$ cat config.mk
export PLATFORM = sky130hd
export DESIGN_NAME = wide_add_sequencer
export DESIGN_NICKNAME = d
export VERILOG_FILES = /design/src/rtl/wide_add_sequencer.sv
export SDC_FILE = /design/constraint.sdc
export NUM_CORES = 1
export LEC_CHECK = 0
export ABC_AREA = 1
export ABC_CLOCK_PERIOD_IN_PS = 12200
export CAP_MARGIN = 30
export CORE_ASPECT_RATIO = 1.1
export CORE_MARGIN = 10
export CORE_UTILIZATION = 35
export DETAILED_ROUTE_END_ITERATION = 8
export DONT_BUFFER_PORTS = 1
export GPL_TIMING_DRIVEN = 0
export PLACE_DENSITY = 0.49
export SLEW_MARGIN = 15
export SYNTH_ARGS = -nofsm -noshare
export SYNTH_HDL_FRONTEND = slang
export SYNTH_SLANG_ARGS = --single-unit
$ cat constraint.sdc
create_clock -name clk -period 12.2 [get_ports clk]
set_clock_uncertainty 0.05 [all_clocks]
set_input_delay 1.22 -clock clk [delete_from_list [all_inputs] [get_ports clk]]
set_output_delay 1.22 -clock clk [all_outputs]
set_load 0.005 [all_outputs]
$ cat src/rtl/wide_add_sequencer.sv
// +----------------------------------------------------------------------------+
// | wide_add_sequencer: WORDS x 16-bit add through one shared 16-bit adder.    |
// | Optional macro WIDE_ADD_SUB_EN adds the op port (A-B via inverted B).      |
// | Rev 1.0                                                                    |
// +----------------------------------------------------------------------------+
`default_nettype none

module wide_add_sequencer #(
  parameter int WORDS = 4
) (
  input  logic                  clk,
  input  logic                  rst,
  input  logic                  in_valid,
  output logic                  in_ready,
  input  logic [16*WORDS-1:0]   a,
  input  logic [16*WORDS-1:0]   b,
  input  logic                  cin,
`ifdef WIDE_ADD_SUB_EN
  input  logic                  op,
`endif
  output logic                  out_valid,
  input  logic                  out_ready,
  output logic [16*WORDS-1:0]   sum,
  output logic                  cout,
  output logic                  busy
);

  localparam int W  = 16 * WORDS;
  localparam int CW = $clog2(WORDS);

  typedef enum logic [1:0] {
    IDLE = 2'd0,
    RUN  = 2'd1,
    DONE = 2'd2
  } state_t;

  state_t          state, next_state;
  logic [CW-1:0]   slice_cnt;
  logic            carry_r;
  logic [W-1:0]    a_r, b_r, sum_r;
  logic            cout_r;
  logic            last_slice;

  logic [15:0]     slice_a, slice_b, slice_s;
  logic            slice_cout;
  logic            chain;
`ifdef WIDE_ADD_SUB_EN
  logic            op_r;
`endif

  assign last_slice = (slice_cnt == CW'(WORDS - 1));

  always_ff @(posedge clk or posedge rst) begin
    if (rst) state <= IDLE;
    else     state <= next_state;
  end

  always_comb begin
    next_state = state;
    case (state)
      IDLE:    if (in_valid)   next_state = RUN;
      RUN:     if (last_slice) next_state = DONE;
      DONE:    if (out_ready)  next_state = IDLE;
      default: next_state = IDLE;
    endcase
  end

  // Shared 16-bit generate/propagate carry chain working on the current slice.
  always_comb begin
    slice_a = a_r[16*slice_cnt +: 16];
    slice_b = b_r[16*slice_cnt +: 16];
`ifdef WIDE_ADD_SUB_EN
    if (op_r) slice_b = ~slice_b;
`endif
    slice_s = '0;
    chain   = carry_r;
    for (int i = 0; i < 16; i++) begin
      slice_s[i] = slice_a[i] ^ slice_b[i] ^ chain;
      chain      = (slice_a[i] & slice_b[i]) | ((slice_a[i] ^ slice_b[i]) & chain);
    end
    // Slice carry-out rebuilt from bit-15 operands and sum, independent of the chain tail.
    slice_cout = (slice_a[15] & slice_b[15]) | ((slice_a[15] ^ slice_b[15]) & ~slice_s[15]);
  end

  always_ff @(posedge clk or posedge rst) begin
    if (rst) begin
      slice_cnt <= '0;
      carry_r   <= 1'b0;
      a_r       <= '0;
      b_r       <= '0;
      sum_r     <= '0;
      cout_r    <= 1'b0;
`ifdef WIDE_ADD_SUB_EN
      op_r      <= 1'b0;
`endif
    end else begin
      case (state)
        IDLE: if (in_valid) begin
          a_r       <= a;
          b_r       <= b;
          slice_cnt <= '0;
`ifdef WIDE_ADD_SUB_EN
          op_r      <= op;
          carry_r   <= op ? 1'b1 : cin;
`else
          carry_r   <= cin;
`endif
        end
        RUN: begin
          sum_r[16*slice_cnt +: 16] <= slice_s;
          carry_r                   <= slice_cout;
          slice_cnt                 <= slice_cnt + 1'b1;
          if (last_slice) cout_r <= slice_cout;
        end
        default: ;
      endcase
    end
  end

  assign in_ready  = (state == IDLE) & ~rst;
  assign out_valid = (state == DONE);
  assign busy      = (state != IDLE);
  assign sum       = sum_r;
  assign cout      = cout_r;

endmodule

`default_nettype wire

# Word-level counts from Yosys, hierarchy flattened
# Index checks and enable logic that the tools add are counted.
# word_totals
output_inout_bits,68
regBits,198
mem_bits_rw,0
mem_bits_ro,0
latch_bits,0
memories,0
# classes
shifts,4
n_reduce_logical,7
bitwise,83
n_div,0
magnitude_cmp,0
n_eq_ne,6
n_addsub,2
muxes,9
multipliers,0
# ops
operator,count
64-bit by 7-bit variable part select with 16-bit output,2
64-bit bitwise mux,1
"16-bit by 34-bit variable shift with 64-bit output, first input constant",1
16-bit by 34-bit variable part select with 64-bit output,1
6-bit negator with 34-bit output,1
1-bit bitwise AND,33
1-bit bitwise XOR,32
1-bit bitwise OR,16
2-bit two-way mux,4
2-bit case mux with 3 select lines,1
2-bit AND reduction,3
"2-bit == test, second input constant",2
"2-bit != test, second input constant",2
2-bit case mux with 2 select lines,1
2-bit nonzero test,2
3-bit AND reduction,1
"2-bit by 1-bit adder with 2-bit output, second input constant",1
"2-bit by 1-bit == test with 1-bit output, second input constant",1
2-bit logical NOT,1
"2-bit by 1-bit != test with 1-bit output, second input constant",1
1-bit NOT,2
1-bit case mux with 2 select lines,1
1-bit two-way mux,1

# Depth between registers and ports, before layout
# Gate-level depths: netlist of the first run.
# logic_depth
ltp_word,37
depth_mapped,28

# Least setup slack after synthesis of the first run
# OpenSTA, ideal clock, no wires.
# synth_timing
path_type,register to register
start,register slice_cnt[0]
end,"register sum_r[63], in the netlist sum[63]"
n_path_buf,2
arrival_ps,7370
required_ps,12034
stages_incl_launch_ff,28
setup_time_ps,116
setup_slack_ps,4663
cell_sequence,dfrtp_1 > buf_2 > inv_2 > clkbuf_1 > o21ai_0 > nand2_1 > fa_1 > inv_1 > fa_1 > fa_1 > fa_1 > fa_1 > fa_1 > fa_1 > fa_1 > fa_1 > fa_1 > fa_1 > fa_1 > fa_1 > fa_1 > fa_1 > inv_1 > fa_1 > nand3_1 > inv_1 > nand2_1 > nand2_1
# synth_between
elab_chain_cells,35
# synth_rtl
item,line_no,rtl
from (decl),38,logic [CW-1:0] slice_cnt;
from (signal assigned),112,slice_cnt <= slice_cnt + 1'b1;
64-bit by 7-bit variable part select with 16-bit output (on tied branches),"70, 71",
1-bit bitwise XOR,"78, 79",
1-bit bitwise AND,79,chain = (slice_a[i] & slice_b[i]) | ((slice_a[i] ^ slice_b[i]) & chain);
1-bit bitwise OR,79,
1-bit bitwise AND,79,
1-bit bitwise OR,79,
1-bit bitwise AND,79,
1-bit bitwise OR,79,
[... 19 more ...],-,
1-bit bitwise OR,79,
1-bit bitwise AND,79,
1-bit bitwise OR,79,
1-bit bitwise AND,79,
1-bit bitwise OR,79,
1-bit bitwise XOR,78,slice_s[i] = slice_a[i] ^ slice_b[i] ^ chain;
16-bit by 34-bit variable part select with 64-bit output,110,sum_r[16*slice_cnt +: 16] <= slice_s;
64-bit bitwise mux *,110,
"to (signal, indexed assignment)",110,
to (decl),40,"logic [W-1:0] a_r, b_r, sum_r;"
# Every way passes the cells marked *; elsewhere a longest branch is shown, timed or not.
# A chain may end at the register's enable or synchronous reset.

# Final worst setup path of the first run
# Same ends and word-level chain as after synthesis.

==> results of run 1 <==
[final timing paths]
check                          end  slack, ns
max in group asynchronous  sum[39]      10.38
max                        sum[63]       3.71
max reg2reg                sum[63]       3.71
min in group asynchronous  a_r[29]       0.67
min                        b_r[48]       0.42
min reg2reg                b_r[48]       0.42
[per-stage QoR]
stage | util, % | worst slack (ns) | cell area (um2) | instances
2_1_floorplan | - | 4.66 | 9560 | 1194
3_3_place_gp | 37.1 | 2.86 | 10000 | 1551
3_5_place_dp | 37.3 | 3.75 | 10100 | 1553
4_1_cts | 39.4 | 3.73 | 10600 | 1585
5_1_grt | 39.4 | 3.39 | 10600 | 1585
6_report | 39.4 | 3.71 | 10600 | 1585
[area by class of cell]
cell class	count	share of cell area, %
clock buffer	20	4.21
tap	357	4.21
clock inverter	12	1.02
timing repair buffer	2	0.518
inverter	34	1.27
buffer	78	4.19
multi-input combinational	884	37.9
sequential	198	46.6
[critical path: cells and delay by family (launching register included)]
family                   cells  cell delay, ns
adder cells (fa/ha/maj)     16            6.18
buffers and inverters        6            1.06
AND/OR/NAND/NOR              4            0.44
flip-flops                   1            0.42
AO/OA/AOI/OAI                1            0.23
[Yosys cell counts (2+ instances only)]
cell / instances / area, um2
clkbuf_1: 22 / 82.6
inv_2: 5 / 18.8
ha_1: 6 / 75.1
nand2_2: 5 / 31.3
o21ai_0: 22 / 110
inv_1: 28 / 105
nand3_1: 219 / 1100
buf_2: 32 / 160
o211ai_1: 4 / 30.0
buf_4: 6 / 45.0
fa_1: 16 / 320
buf_1: 6 / 22.5
dfrtp_1: 198 / 4950
nor2_4: 5 / 56.3
o21ai_1: 2 / 10.0
nor2_1: 41 / 154
buf_6: 12 / 135
nand2_1: 560 / 2100
[kinds of logic after synthesis]
kind of cell	after synthesis	synth area share [%]
compound gates	29	1.65
fa+ha+maj	22	4.14
buf+inv	112	6.00
flops	198	51.8
simple gates	833	36.4
[routing by layer]
metal	track usage (%)	wire [um]	up-vias
met2	30.5	15400	207
met1	23.6	13600	3706
met4	4.62	435	2
met5	0	13	-
li1	-	-	3818
met3	4.77	2330	32
[flip-flops by register name (all words and copies together), names as in the netlist]
signal and count:
state 2, sum 64, carry_r 1, cout 1, slice_cnt 2, a_r 64, b_r 64
[power groups by stage]
stage / registers, mW / clock network, mW / logic, mW
after floorplan: 1.05 / 0 / 1.19
after global placement: 1.13 / 0 / 1.71
after detailed placement: 1.13 / 0 / 1.72
after CTS: 1.12 / 0.569 / 1.73
after global routing: 1.15 / 0.591 / 1.94
final: 1.12 / 0.557 / 1.71
==> impl_metrics.ini, run 1 <==
[synthesis]
syn_inst = 1194
ys_warn_count = 0
synth-seq-area-share_pct = 51.8
synth-main-ff-cell = dfrtp_1
netlist_area_um2 = 9560
synthArstFlopShare_pct = 100
yosysUniqueCellTypes = 23
synth.avg_cell_area_um2 = 8.00
synth-seq-cells = 198
synth_nets = 1349
synth_edf_count = 0

[clock_network]
path_clk_slew_ns = 0.08
cts_tree = yes
numCtsBuffers = 17
clock_latency_ns = 0.45
cts.sinks = 198
ctsHtreeMaxLevel = 4
clk_path_buf_depth = 2
holdBufCountCts = 0
postCtsSetupBuffers = 0
cts_resized = 0
cts_root_buf = clkbuf_16

[finish]
antenna_cells = 0
final_net_count = 1370
n_fill_cell = 2944
multi_input_area_um2 = 4030
mostFrequentLayoutCell = nand2_1
regArea_um2 = 4950
most-common-layout-cells = nand2_1, nand3_1, dfrtp_1
area_delta_synth_final_pct = 11.1
drive_gt1_share_pct = 8.22

[die]
initial_utilization_pct = 35.4
die_y_um = 193
row_count = 63
fp.dieArea_um2 = 34300
die_w_um = 178
coreArea_um2 = 27000
pin_count = 201

[timing]
drv_slew = 0
setup_tns_ns = 0
hold_ws_ns = 0.423
tightest_slew_ns = 0.781
slew-limit-headroom_pct = 48.0
fmax_mhz = 118
setup_viol = 0
rsz0062_at_grt = false
timing.final.hold_violations = 0
post-route-min-period_ns = 8.49
period_share_pct = 69.6

[worst_hold_path]
worst_hold_path.num_cells = 2
min_path_type = reg2reg
hp-start = b_r[48]

[setup_path]
critPathKind = reg2reg
rr_worst_depth = 27
rr_startpoint = slice_cnt[0]
crit_top_cell = fa_1
critPathMaxFanout = 12
end_kind = flop
crit_start = slice_cnt[0]
slowest_delay_ns = 0.55
required_ns = 12.49
crit_path_top_delay_cell = clkbuf_1
cp.arrival_ns = 8.78
start_kind = flop

[detailed_routing]
drt-initial-drc-count = 581
wl_per_cell_um = 20.0
routed_via_density = 4.90
drtAntennaViolNets = 0
drc_errors = 0
num_vias = 7765
first_pass_iters = 5
wirelength_um = 31800

[power_and_ir_drop]
powerDensity_nw_per_um2 = 319
power_frac_clock_pct = 16.4
combPwrFrac_pct = 50.6
seq_power_share_pct = 33.0
ir_drop_uv = 113
p_leak_nw = 5.61
p_sw_mw = 1.63
internal_power_mw = 1.76
power.total_mw = 3.39
switching_share_pct = 48.0

[status]
status = finished clean

[grt]
grt_pass1_vias = 8087
grt_max_degree = 92
grt_use_total_pct = 18.5
grt_pass1_wl_um = 48300
grt_overflow = 0
antenna_found_initial = 1

[job]
drv_cap = 0

[placement]
port_buffers = 0
post-dp-hpwl_um = 25000
gp_congestion = 0.854
(Power assumes the default switching activity.)
==> run 2: changes to the inputs <==
--- a/config.mk
+++ b/config.mk
@@ -6,7 +6,7 @@
 export NUM_CORES = 1
 export LEC_CHECK = 0
 export ABC_AREA = 1
-export ABC_CLOCK_PERIOD_IN_PS = 12200
+export ABC_CLOCK_PERIOD_IN_PS = 8600
 export CAP_MARGIN = 30
 export CORE_ASPECT_RATIO = 1.1
 export CORE_MARGIN = 10
==> constraint.sdc (replaced) <==
create_clock -name clk -period 8.6 [get_ports clk]
set_clock_uncertainty 0.05 [all_clocks]
set_input_delay 0.86 -clock clk [delete_from_list [all_inputs] [get_ports clk]]
set_output_delay 0.86 -clock clk [all_outputs]
set_load 0.005 [all_outputs]
==> run 2 against run 1 <==
Combinational power is 42% higher; maximum frequency is 2.4% higher; wire length barely moved; register-to-register slack got worse by 3.4 ns; critical path depth unchanged; die area unchanged; worst hold slack got worse by 0.12 ns; global-route usage stayed put; first-iteration DRC count did not move.
==> impl_metrics.ini, run 2 (synthesis gave the netlist of run 1 again) <==
[setup_path]
rr_worst_depth = 27
required_ns = 8.89
r2r_slack_ns = 0.31
crit_path_top_delay_cell = fa_1
cp.arrival_ns = 8.57
start_kind = flop
slowest_delay_ns = 0.49
rr_endpoint = sum[63]
rr_startpoint = slice_cnt[0]
critPathMaxFanout = 10
path_delay_family = adder cells
crit_buf_inv = 6
crit_top_cell = fa_1
end_kind = flop
critPathKind = reg2reg

[detailed_routing]
wirelength_um = 31800
first_pass_iters = 5
routed_via_density = 4.90
num_vias = 7771
drtAntennaViolNets = 0
drt-initial-drc-count = 581
wl_per_cell_um = 20.0
drc_errors = 0

[clock_network]
numCtsBuffers = 17
clk_path_buf_depth = 2
cts_tree = yes
cts_root_buf = clkbuf_16
path_clk_slew_ns = 0.08
cts.sinks = 198
postCtsSetupBuffers = 0
ctsHtreeMaxLevel = 4
clock_latency_ns = 0.45

[grt]
grt_pass1_vias = 8087
grt_max_degree = 92
grt_pass1_wl_um = 48300
grt_use_total_pct = 18.5
grt_overflow = 0
antenna_found_initial = 1

[timing]
period_share_pct = 96.4
tightest_slew_ns = 0.781
setup_slack_ns = 0.313
drv_slew = 0
hold_ws_ns = 0.305
slew-limit-headroom_pct = 47.9
setup_viol = 0
timing.final.hold_violations = 0
rsz0062_at_grt = false
post-route-min-period_ns = 8.29
fmax_mhz = 121

[die]
die_w_um = 178
pin_count = 201
row_count = 63
initial_utilization_pct = 35.4
die_y_um = 193
coreArea_um2 = 27000
fp.dieArea_um2 = 34300

[placement]
gp_congestion = 0.854
port_buffers = 0
post-dp-hpwl_um = 25000
post-place-ws_ns = 0.153

[power_and_ir_drop]
power.total_mw = 4.81
p_leak_nw = 5.61
ir_drop_uv = 161
powerDensity_nw_per_um2 = 453

[finish]
final_net_count = 1370
drive_gt1_share_pct = 8.31
n_fill_cell = 2944
most-common-layout-cells = nand2_1, nand3_1, dfrtp_1
postLayoutCoreUtil_pct = 39.4
mostFrequentLayoutCell = nand2_1
area_delta_synth_final_pct = 11.2
antenna_cells = 0

[status]
status = finished clean

[job]
drv_cap = 0

[worst_hold_path]
min_path_type = in2async
[run 2: layout make-up]
class	instances	area, um2	share of cell area, %
flip-flops and latches	198	4950	46.6
multi-input cells	884	4030	37.9
clock buffers	20	447	4.20
plain buffers	78	447	4.20
well taps	357	447	4.20
inverters	34	135	1.27
clock inverters	12	109	1.02
repair buffers	2	55.1	0.518
[run 2: repair_timing]
| action | in CTS | in global routing |
|---|---|---|
| hold buffers | 0 | 0 |
| endpoints found under the hold margin | 0 | 0 |
| gates resized for setup | 0 | 2 |
| endpoints found under the setup margin | 0 | 4 |
[run 2: per-stage QoR]
stage          setup TNS (ns)  cell area, um2  std cells
6_report                    0           10600       1585
5_1_grt                     0           10600       1585
4_1_cts                     0           10600       1585
3_5_place_dp                0           10100       1553
3_3_place_gp           -70.07           10000       1551
2_1_floorplan               0            9560       1194
[run 2: metal layers]
metal | part of all wire (%) | track usage, %
met2 | 49 | 30.5
met3 | 7.4 | 4.77
met1 | 43 | 23.6
met4 | 1.4 | 4.62
met5 | 0.041 | 0
[run 2: worst max path at each step]
stage	slack (ns)	cells after the start	endpoint	startpoint
global route	0.04	26	sum[63]	slice_cnt[0]
global placement	-0.38	1	sum[54]	rst
detailed placement	0.15	27	sum[63]	slice_cnt[0]
floorplan	1.06	27	sum[63]	slice_cnt[0]
finish	0.31	27	sum[63]	slice_cnt[0]
CTS	0.13	27	sum[63]	slice_cnt[0]
[run 2: report_power, final]
part	internal, mW	switching [mW]	leakage [nW]
Combinational	0.800	1.63	2.80
Sequential	1.31	0.274	2.54
Clock	0.390	0.400	0.270
Total	2.50	2.31	5.61
[run 2: worst reg2reg max path: stages, from the launching register on]
cell and delay [ns]:
dfrtp_1 0.42, buf_2 0.22, inv_2 0.12, clkbuf_1 0.44, o211ai_1 0.19, nand2_1 0.13
fa_1 0.18, inv_1 0.05, fa_1 0.38, fa_1 0.40, fa_1 0.39, fa_1 0.41
fa_1 0.39, fa_1 0.39, fa_1 0.39, fa_1 0.38, fa_1 0.42, fa_1 0.40
fa_1 0.39, fa_1 0.40, fa_1 0.40, fa_1 0.36, inv_1 0.07, fa_1 0.49
nand3_1 0.17, inv_1 0.05, nand2_1 0.06, nand2_1 0.04
